**config.mk**
```make
export PLATFORM = sky130hd
export DESIGN_NAME = led_7seg_out_periph_flat
export DESIGN_NICKNAME = d
export VERILOG_FILES = /design/src/rtl/led_7seg_out_periph_pkg.sv /design/src/rtl/led_7seg_out_periph_if.sv /design/src/rtl/led_7seg_out_periph_hex7seg_dec.sv /design/src/rtl/led_7seg_out_periph.sv /design/src/flat_wrapper.sv
export SDC_FILE = /design/constraint.sdc
export NUM_CORES = 1
export LEC_CHECK = 0
export CORE_MARGIN = 10
export CORE_UTILIZATION = 29
export CTS_CLUSTER_DIAMETER = 80
export CTS_CLUSTER_SIZE = 12
export DETAILED_ROUTE_END_ITERATION = 8
export REMOVE_ABC_BUFFERS = 1
export SLEW_MARGIN = 10
export SYNTH_ARGS = -nofsm -noshare
export SYNTH_HDL_FRONTEND = slang
export SYNTH_HIERARCHICAL = 1
export SYNTH_SLANG_ARGS = --single-unit
export TNS_END_PERCENT = 10
```
**constraint.sdc**
```tcl
create_clock -name clk_i -period 2.1 [get_ports clk_i]
set_input_delay 0.42 -clock clk_i [delete_from_list [all_inputs] [get_ports clk_i]]
set_output_delay 0.42 -clock clk_i [all_outputs]
set_load 0.005 [all_outputs]
```
**src/rtl/led_7seg_out_periph_pkg.sv**
```systemverilog
`default_nettype none
// ============================================================================
// Package : periph_out_pkg
// Brief   : Shared types and constants for the LED / 7-segment output
//           peripheral: register address map, scan digit states, blank
//           pattern and the active-low hex segment table.
// Revision: 1.0 - initial release
// ============================================================================
package periph_out_pkg;

  // Register address map; address 3 is unmapped.
  typedef enum logic [1:0] {
    ADDR_LED  = 2'd0,
    ADDR_HEX  = 2'd1,
    ADDR_CTRL = 2'd2
  } addr_e;

  // Scan states are the digit indices themselves. Only DIG0..DIG(N-1) are
  // visited for a given digit count.
  typedef enum logic [2:0] {
    DIG0 = 3'd0,
    DIG1 = 3'd1,
    DIG2 = 3'd2,
    DIG3 = 3'd3,
    DIG4 = 3'd4,
    DIG5 = 3'd5,
    DIG6 = 3'd6,
    DIG7 = 3'd7
  } dig_e;

  // All segments off (active low), bit order {g,f,e,d,c,b,a}.
  localparam logic [6:0] SEG_BLANK = 7'h7F;

  // Active-low segment patterns for 0-9, A, b, C, d, E, F.
  localparam logic [6:0] c_seg_table [16] = '{
    7'h40, 7'h79, 7'h24, 7'h30, 7'h19, 7'h12, 7'h02, 7'h78,
    7'h00, 7'h10, 7'h08, 7'h03, 7'h46, 7'h21, 7'h06, 7'h0E
  };

  function automatic logic [6:0] hex_to_seg(input logic [3:0] nibble);
    return c_seg_table[nibble];
  endfunction

endpackage
`default_nettype wire

```
**src/rtl/led_7seg_out_periph_if.sv**
```systemverilog
`default_nettype none
// ============================================================================
// Interface: led_7seg_out_periph_if
// Brief    : CPU peripheral bus slice for the output peripheral.
//            we_i   - write strobe, one cycle per write
//            addr_i - register select (0=LED, 1=HEX, 2=CTRL, 3=unmapped)
//            data_i - write data
//            data_o - registered readback of the register at addr_i
//            master: the CPU side; slave: the peripheral.
// Revision : 1.0 - initial release
// ============================================================================
interface led_7seg_out_periph_if;
  logic        we_i;
  logic [1:0]  addr_i;
  logic [31:0] data_i;
  logic [31:0] data_o;

  modport master (
    output we_i,
    output addr_i,
    output data_i,
    input  data_o
  );

  modport slave (
    input  we_i,
    input  addr_i,
    input  data_i,
    output data_o
  );
endinterface
`default_nettype wire

```
**src/rtl/led_7seg_out_periph_hex7seg_dec.sv**
```systemverilog
`default_nettype none
// ============================================================================
// Module  : hex7seg_dec
// Brief   : Purely combinational hex nibble to active-low 7-segment decoder.
//           i_nibble - 4-bit value 0..F
//           o_seg    - segments {g,f,e,d,c,b,a}, active low
// Revision: 1.0 - initial release
// ============================================================================
module hex7seg_dec
  import periph_out_pkg::*;
(
  input  wire logic [3:0] i_nibble,
  output logic      [6:0] o_seg
);

  assign o_seg = hex_to_seg(i_nibble);

endmodule
`default_nettype wire

```
**src/rtl/led_7seg_out_periph.sv**
```systemverilog
`default_nettype none
// ============================================================================
// Module  : led_7seg_out_periph
// Brief   : Memory-mapped output peripheral. Holds an LED register, a hex
//           value for a multiplexed 7-segment display and a control word
//           (digit enable mask in [7:0], decimal point mask in [15:8]).
//           A refresh counter steps the digit index; display outputs are
//           registered from the current index, so they lag it by one cycle.
// Ports   : clk_i  - system clock
//           rst_i  - synchronous active-high reset
//           bus    - peripheral bus (slave modport): we_i/addr_i/data_i/data_o
//           led_o  - LED drive, active high
//           an_o   - digit anodes, active low, one-hot
//           seg_o  - segments {g,f,e,d,c,b,a}, active low
//           dp_o   - decimal point, active low
// Revision: 1.0 - initial release
// ============================================================================
module led_7seg_out_periph
  import periph_out_pkg::*;
#(
  parameter int REFRESH_DIV = 100_000,
  parameter int N_DIGITS    = 4
) (
  input  wire logic                clk_i,
  input  wire logic                rst_i,
  led_7seg_out_periph_if.slave     bus,
  output logic [15:0]              led_o,
  output logic [N_DIGITS-1:0]      an_o,
  output logic [6:0]               seg_o,
  output logic                     dp_o
);

  localparam int                 c_cnt_w    = (REFRESH_DIV > 1) ? $clog2(REFRESH_DIV) : 1;
  localparam logic [c_cnt_w-1:0] c_cnt_last = c_cnt_w'(REFRESH_DIV - 1);
  localparam int                 c_hex_w    = 4 * N_DIGITS;
  localparam dig_e               c_dig_last = dig_e'(3'(N_DIGITS - 1));

  logic [15:0]          r_led;
  logic [c_hex_w-1:0]   r_hex;
  logic [N_DIGITS-1:0]  r_en;
  logic [N_DIGITS-1:0]  r_dpm;
  logic [31:0]          r_rdata;
  logic [c_cnt_w-1:0]   r_cnt;
  dig_e                 r_idx;
  logic [N_DIGITS-1:0]  r_an;
  logic [6:0]           r_seg;
  logic                 r_dp;

  // Masks widened to 8 bits so they can be indexed by the 3-bit digit index
  // for any legal digit count.
  logic [7:0]  w_en8;
  logic [7:0]  w_dp8;
  logic [7:0]  w_an8;
  logic [31:0] w_hex32;
  logic [3:0]  w_nibble;
  logic [6:0]  w_seg;
  logic [31:0] w_rdata;
  logic        w_unused;

  assign w_en8    = 8'(r_en);
  assign w_dp8    = 8'(r_dpm);
  assign w_an8    = ~(8'd1 << r_idx);
  assign w_hex32  = 32'(r_hex);
  assign w_nibble = w_hex32[{r_idx, 2'b00} +: 4];
  assign w_unused = ^bus.data_i;

  hex7seg_dec u_dec (
    .i_nibble (w_nibble),
    .o_seg    (w_seg)
  );

  always_comb begin
    w_rdata = '0;
    case (bus.addr_i)
      ADDR_LED:  w_rdata = {16'h0000, r_led};
      ADDR_HEX:  w_rdata = w_hex32;
      ADDR_CTRL: w_rdata = {16'h0000, w_dp8, w_en8};
      default:   w_rdata = '0;
    endcase
  end

  // Registers, refresh counter, scan state and output registers. The read
  // mux samples pre-write register values, so a same-cycle write and read of
  // one address returns the old value.
  always_ff @(posedge clk_i) begin
    if (rst_i) begin
      r_led   <= '0;
      r_hex   <= '0;
      r_en    <= '0;
      r_dpm   <= '0;
      r_rdata <= '0;
      r_cnt   <= '0;
      r_idx   <= DIG0;
      r_an    <= '1;
      r_seg   <= SEG_BLANK;
      r_dp    <= 1'b1;
    end else begin
      if (bus.we_i) begin
        case (bus.addr_i)
          ADDR_LED:  r_led <= bus.data_i[15:0];
          ADDR_HEX:  r_hex <= bus.data_i[c_hex_w-1:0];
          ADDR_CTRL: begin
            r_en  <= bus.data_i[N_DIGITS-1:0];
            r_dpm <= bus.data_i[8 +: N_DIGITS];
          end
          default: ;
        endcase
      end

      r_rdata <= w_rdata;

      if (r_cnt == c_cnt_last) begin
        r_cnt <= '0;
        r_idx <= (r_idx == c_dig_last) ? DIG0 : dig_e'(r_idx + 3'd1);
      end else begin
        r_cnt <= r_cnt + c_cnt_w'(1);
      end

      if (w_en8[r_idx]) begin
        r_an  <= w_an8[N_DIGITS-1:0];
        r_seg <= w_seg;
        r_dp  <= ~w_dp8[r_idx];
      end else begin
        r_an  <= '1;
        r_seg <= SEG_BLANK;
        r_dp  <= 1'b1;
      end
    end
  end

  assign led_o       = r_led;
  assign an_o        = r_an;
  assign seg_o       = r_seg;
  assign dp_o        = r_dp;
  assign bus.data_o  = r_rdata;

endmodule
`default_nettype wire
```
**src/flat_wrapper.sv**
```systemverilog
// flat-port wrapper written by rule: the top's interface ports become plain ports
module led_7seg_out_periph_flat import periph_out_pkg::*;
#(
  parameter int REFRESH_DIV = 100_000,
  parameter int N_DIGITS    = 4
)
  (clk_i, rst_i, led_o, an_o, seg_o, dp_o, bus_we_i, bus_addr_i, bus_data_i, bus_data_o);
  led_7seg_out_periph_if bus_i ();
  input  wire logic clk_i;
  input  wire logic rst_i;
  output logic [15:0] led_o;
  output logic [N_DIGITS-1:0] an_o;
  output logic [6:0] seg_o;
  output logic dp_o;
  input wire logic [$bits(bus_i.we_i)-1:0] bus_we_i;
  input wire logic [$bits(bus_i.addr_i)-1:0] bus_addr_i;
  input wire logic [$bits(bus_i.data_i)-1:0] bus_data_i;
  output wire logic [$bits(bus_i.data_o)-1:0] bus_data_o;
  assign bus_i.we_i = bus_we_i;
  assign bus_i.addr_i = bus_addr_i;
  assign bus_i.data_i = bus_data_i;
  assign bus_data_o = bus_i.data_o;
  led_7seg_out_periph #(.REFRESH_DIV(REFRESH_DIV), .N_DIGITS(N_DIGITS)) u_core (.clk_i(clk_i), .rst_i(rst_i), .bus(bus_i), .led_o(led_o), .an_o(an_o), .seg_o(seg_o), .dp_o(dp_o));
endmodule
```
After elaboration in Yosys (flattened, before gate mapping)
Memories as Yosys holds them, arrays and structs flattened. A register that Yosys moved wholly into a read port is not among the register bits. Index checks and enable logic that the tools add are counted.

Register bits: 97. Latch bits: 0. Memory bits (writable): 0. Bits in read-only memories: 112. Word-level logic and storage cells: 35. Memories kept: 1.

Memory list: (no name shown) (words 16, bits a word 7, rd ports 1, clocked after Yosys merged registers in 1, write ports 0, line led_7seg_out_periph_pkg.sv:41) `return c_seg_table[nibble];`.

Add/subtract/negate cells: 2. Multipliers: 0. Div/mod/pow operators: 0. Magnitude comparators: 1. Equality and inequality tests: 4. Shifts and indexed selects: 2. Multiplexer cells: 6. Bitwise gates (word level): 4. Reductions and logical operators: 6.

Operator list (number): one-hot mux 16 bit (3 select lines) (1); variable part select 32 x 6 -> 4 bit (1); adder 17 x 1 -> 17 bit, second input constant (1); equality test 17 bit, second input constant (1); binary-select mux 1 bit (select 3 bit) (2); AND reduction 2 bit (3); inverter 4 -> 5 bit (1); < comparator 3 x 4 -> 1 bit, second input constant (1); inverter 4 bit (1); OR reduction 2 bit (2); left shift 1 x 3 -> 4 bit, first input constant (1); adder 3 x 1 -> 3 bit, second input constant (1); equality test 3 x 2 -> 1 bit, second input constant (1); 2-to-1 mux 3 bit (1); equality test 2 x 1 -> 1 bit, second input constant (1); equality test 2 bit, second input constant (1); logical NOT 2 bit (1); 2-to-1 mux 1 bit (2); inverter 1 bit (2).

Depth between registers and ports, before layout
Word-level depth: 4. Mapped depth: 9.

Hierarchy
The synthesis kept the hierarchy.

Modules (own cells, without submodules): led_7seg_out_periph (times used 1, cells each 398, area an instance 3609.7 um^2, sequential area each 1761.7 um^2); hex7seg_dec (times used 1, cells each 36, area an instance 256.5 um^2, sequential area each 0.0 um^2).

Worst setup path after synthesis
OpenSTA, ideal clock, no wires.

Kind: register -> register. From: reg u_core.r_idx[0]. To: reg u_core.r_seg[3] (netlist: u_core/seg_o[3]). Library setup time: 0.126 ns. Data arrival time: 1.954 ns. Setup slack: 0.020 ns. Cell stages (with the launch flop): 9. Buffers on the path: 1. Cells stage by stage: dfxtp_1 -> buf_4 -> mux4_2 -> and2_1 -> ha_1 -> or2_1 -> a21oi_1 -> a31oi_1 -> nand2b_1.

Elaborated cells on any way between the ends: 6.

RTL lines: from (decl) (line led_7seg_out_periph.sv:44) `dig_e r_idx;`; from (signal assigned) (line led_7seg_out_periph.sv:114) `r_idx <= (r_idx == c_dig_last) ? DIG0 : dig_e'(r_idx + 3'd1);`; variable part select 32 x 6 -> 4 bit (line led_7seg_out_periph.sv:64) `assign w_nibble = w_hex32[{r_idx, 2'b00} +: 4];`; named net u_core.w_nibble[0] (line led_7seg_out_periph.sv:55) `logic [3:0] w_nibble;`; inverter 4 -> 5 bit (implied by the code) (line led_7seg_out_periph_pkg.sv:41); to (decl) (line led_7seg_out_periph.sv:46) `logic [6:0] r_seg;`.

The timed path passes the listed nets, and every way through them passes these cells. The select of a mux whose other input is x is not followed. A chain may end at the register's enable or synchronous reset.

Worst setup path after layout
Ends and elaborated chain as after synthesis.

==> results.py <==
metrics = {
    "finish": {
        "drive_gt1_share_pct": 12.9,
        "syn2layout_area_growth_pct": 32.7,
        "final_cell_area_sq_um": 5130,
        "n_antenna_cell": 0,
        "num-nets-final": 564,
        "final_util_pct": 39.0,
    },
    "die": {
        "die_area_sq_um": 18400,
        "core_sq_um": 13100,
        "die_h_microns": 135,
        "start_util_pct": 29.4,
        "num_rows": 42,
        "die_w_microns": 135,
        "io-pin-count": 97,
    },
    "setup_path": {
        "critPathMaxStageDelay_ns": 0.52,
        "crit_chain": "buf_12 > mux4_2 > and2_1 > or2_1 > a21oi_1 > a31oi_1 > nand2b_1",
        "required_ns": 2.33,
        "critPathLaunchType": "register",
        "critPathBufInv": 1,
        "ff2ff_setup_slack_ns": 0.13,
        "critPathTopFamily": "simple AND/OR/NAND/NOR gates",
        "critical_path_class": "reg2reg",
        "crit_path_end_kind": "register",
        "cp_slowest_cell": "mux4_2",
        "crit_fanout": 6,
        "crit_arrival_ns": 2.20,
    },
    "sta": {
        "fin_skew_ns": 0.0105,
        "finalHoldWorstSlack_ns": 0.416,
        "slew_viol_final": 0,
        "finalHoldViolCount": 0,
        "fin_tns_setup_ns": 0,
        "setup_viol": 0,
        "fin_crit_sh_pct": 93.8,
        "rsz0062_at_grt": "no",
        "max_freq_mhz": 508,
        "fin_crit_ns": 1.97,
    },
    "placed_design": {
        "gp_congestion": 0.829,
        "postPlaceCellArea_sq_um": 4790,
        "port_buffers": 64,
        "hpwlAfterDp_microns": 7500,
    },
    "global_route": {
        "antenna_found_initial": 0,
        "grt_start_max_net_pins": 22,
        "grt_pass1_wl_microns": 16000,
        "overflow": 0,
        "grt_pass1_vias": 3159,
        "grtUsageTotal_pct": 10.9,
    },
    "run": {
        "max-cap-violations": 0,
    },
    "pwr": {
        "clkPwrFrac_pct": 46.6,
        "p_per_area_nw_per_um2": 738,
        "ir_worst_vdd_mv": 0.418,
        "p_seq_share_pct": 45.8,
        "p_int_mw": 2.94,
        "switchingPower_mw": 0.849,
        "leakagePower_nw": 1.95,
        "switching_share_pct": 22.4,
        "comb_power_share_pct": 7.7,
    },
    "drt": {
        "routed_wl_microns": 9740,
        "drtAntennaViolNets": 0,
        "dr.pass1.iters": 4,
        "via_per_inst": 4.48,
        "post-route-drc-count": 0,
        "detail_route.wl_per_cell_microns": 14.0,
        "vias": 3121,
        "drtIter0Drc": 166,
    },
    "synth": {
        "synth_top_family_by_area": "simple AND/OR/NAND/NOR gates",
        "synth_top_area_share_pct": 45.6,
        "synth_area_leaders": "dfxtp_1 (46%), nand2_1 (7.7%), mux2i_1 (7.2%)",
        "yosys_register_bits": 88,
        "synth_area_per_cell_sq_um": 8.91,
        "ys_seq_area_share_pct": 45.6,
        "syn-cell-area_sq_um": 3870,
        "synth_most_common_cell": "dfxtp_1",
        "synthMuxAreaShare_pct": 10.5,
        "synthArstFlopShare_pct": 0,
        "synth_common_cells": "dfxtp_1 (88), nand2_1 (79), nor2_1 (51), a21oi_1 (43), mux2i_1 (28)",
        "ys.flop_type": "dfxtp_1",
        "synth_compound_area_share_pct": 8.09,
        "yosys_warnings": 6,
        "yosys.area.top_type": "dfxtp_1",
        "synthCells": 434,
        "synth_xor_area_share_pct": 3.17,
        "synth-simple-area-share_pct": 21.5,
        "synth_adder_area_share_pct": 3.88,
        "synth_edf_count": 0,
        "synth_cell_types": 48,
    },
    "clocking": {
        "clock_path_buffers": 2,
        "cts_tree": "built",
        "htreeDepth": 3,
        "insertion_delay_ns": 0.34,
        "numCtsBuffers": 9,
        "cts_setup_buffers": 0,
        "clkSinkCount": 88,
        "cts_root_buf": "clkbuf_16",
        "clkTransAtPathRegs_ns": 0.06,
    },
    "hold_path": {
        "hold_class": "in2reg",
    },
    "run_status": {
        "status": "finished clean",
    },
}
==> power by group through the flow <==
stage	Sequential (mW)	Combinational (mW)	Clock [mW]
floorplan	1.77	0.116	0
global placement	1.77	0.284	0
detailed placement	1.77	0.290	0
CTS	1.73	0.291	1.81
global route	1.74	0.321	1.87
finish	1.73	0.290	1.76
==> worst register-to-register path, delay by kind of cell, from the launching register on <==
family | cells | cell delay [ns]
AOI/OAI and AO/OA | 2 | 0.19
buffers and inverters | 1 | 0.11
DFF | 1 | 0.40
muxes | 1 | 0.52
and+or+nand+nor | 3 | 0.65
==> through the flow <==
step	power, mW	setup slack [ns]	instances
after floorplan	1.88	-0.593	408
final	3.79	0.130	696
after CTS	3.84	0.0449	696
after global placement	2.05	-0.0234	680
after global routing	3.93	0.0344	696
after detailed placement	2.06	-0.0605	680
==> cells in the final DEF, fill, tap and decap left out, types with 3 or more instances in the layout <==
master / instances
a21oi_1: 43
buf_4: 31
clkbuf_16: 9
clkdlybuf4s50_1: 63
conb_1: 16
dfxtp_1: 87
ha_1: 12
inv_1: 6
mux2i_1: 28
mux4_2: 5
nand2_1: 79
nand2b_1: 7
nand3_1: 8
nand4_1: 5
nor2_1: 51
nor3_1: 3
o21ai_1: 6
xnor2_1: 8
xor2_1: 6
==> what timing repair did <==
| action | CTS | global route |
|---|---|---|
| gates resized for setup | 1 | 4 |
| setup endpoints to repair | 6 | 5 |
| hold buffers | 0 | 0 |
| gates cloned | 0 | 0 |
==> sequential cells by signal (all words and copies together), names as in the netlist, 3 cells and up <==
name and flops:
u_core/r_cnt 17, u_core/bus.data_o 16, u_core/led_o 16, u_core/r_hex 16, u_core/seg_o 7, u_core/an_o 4
u_core/r_dpm 4, u_core/r_en 4, u_core/r_idx 3
==> metal layers <==
layer / wire (microns) / part of all wire (%) / vias up / global-route usage [%]
li1: - / - / 1579 / -
met1: 4270 / 44 / 1459 / 13.1
met2: 4720 / 48 / 72 / 18.1
met3: 625 / 6.4 / 11 / 3.41
met4: 123 / 1.3 / 0 / 3.41
met5: 0 / 0 / - / 0
==> worst paths after layout <==
| check | from | end | depth (start not counted) |
|---|---|---|---|
| worst min register to register | u_core/r_hex[10] | u_core/r_hex[10] | 2 |
| worst min-delay path | rst_i | u_core/r_idx[1] | 2 |
| worst max-delay path | u_core/r_idx[0] | u_core/seg_o[3] | 7 |
| worst max register to register | u_core/r_idx[0] | u_core/seg_o[3] | 7 |
==> final cells by class <==
type / instances / area (sq um)
fill: 1334 / 8010
clock buffer: 11 / 243
multi-input combinational: 313 / 1900
tap: 176 / 220
sequential: 88 / 1770
timing repair buffer: 96 / 888
inverter: 7 / 26.3
clock inverter: 5 / 88.8
==> cell families after synthesis <==
group           count (synthesis)
buf+inv                        48
fa+ha+maj                      12
flops                          88
simple gates                  179
xor+xnor                       14
compound gates                 58
other cells                     1
mux                            34
Power figures use the tool's default switching activity.
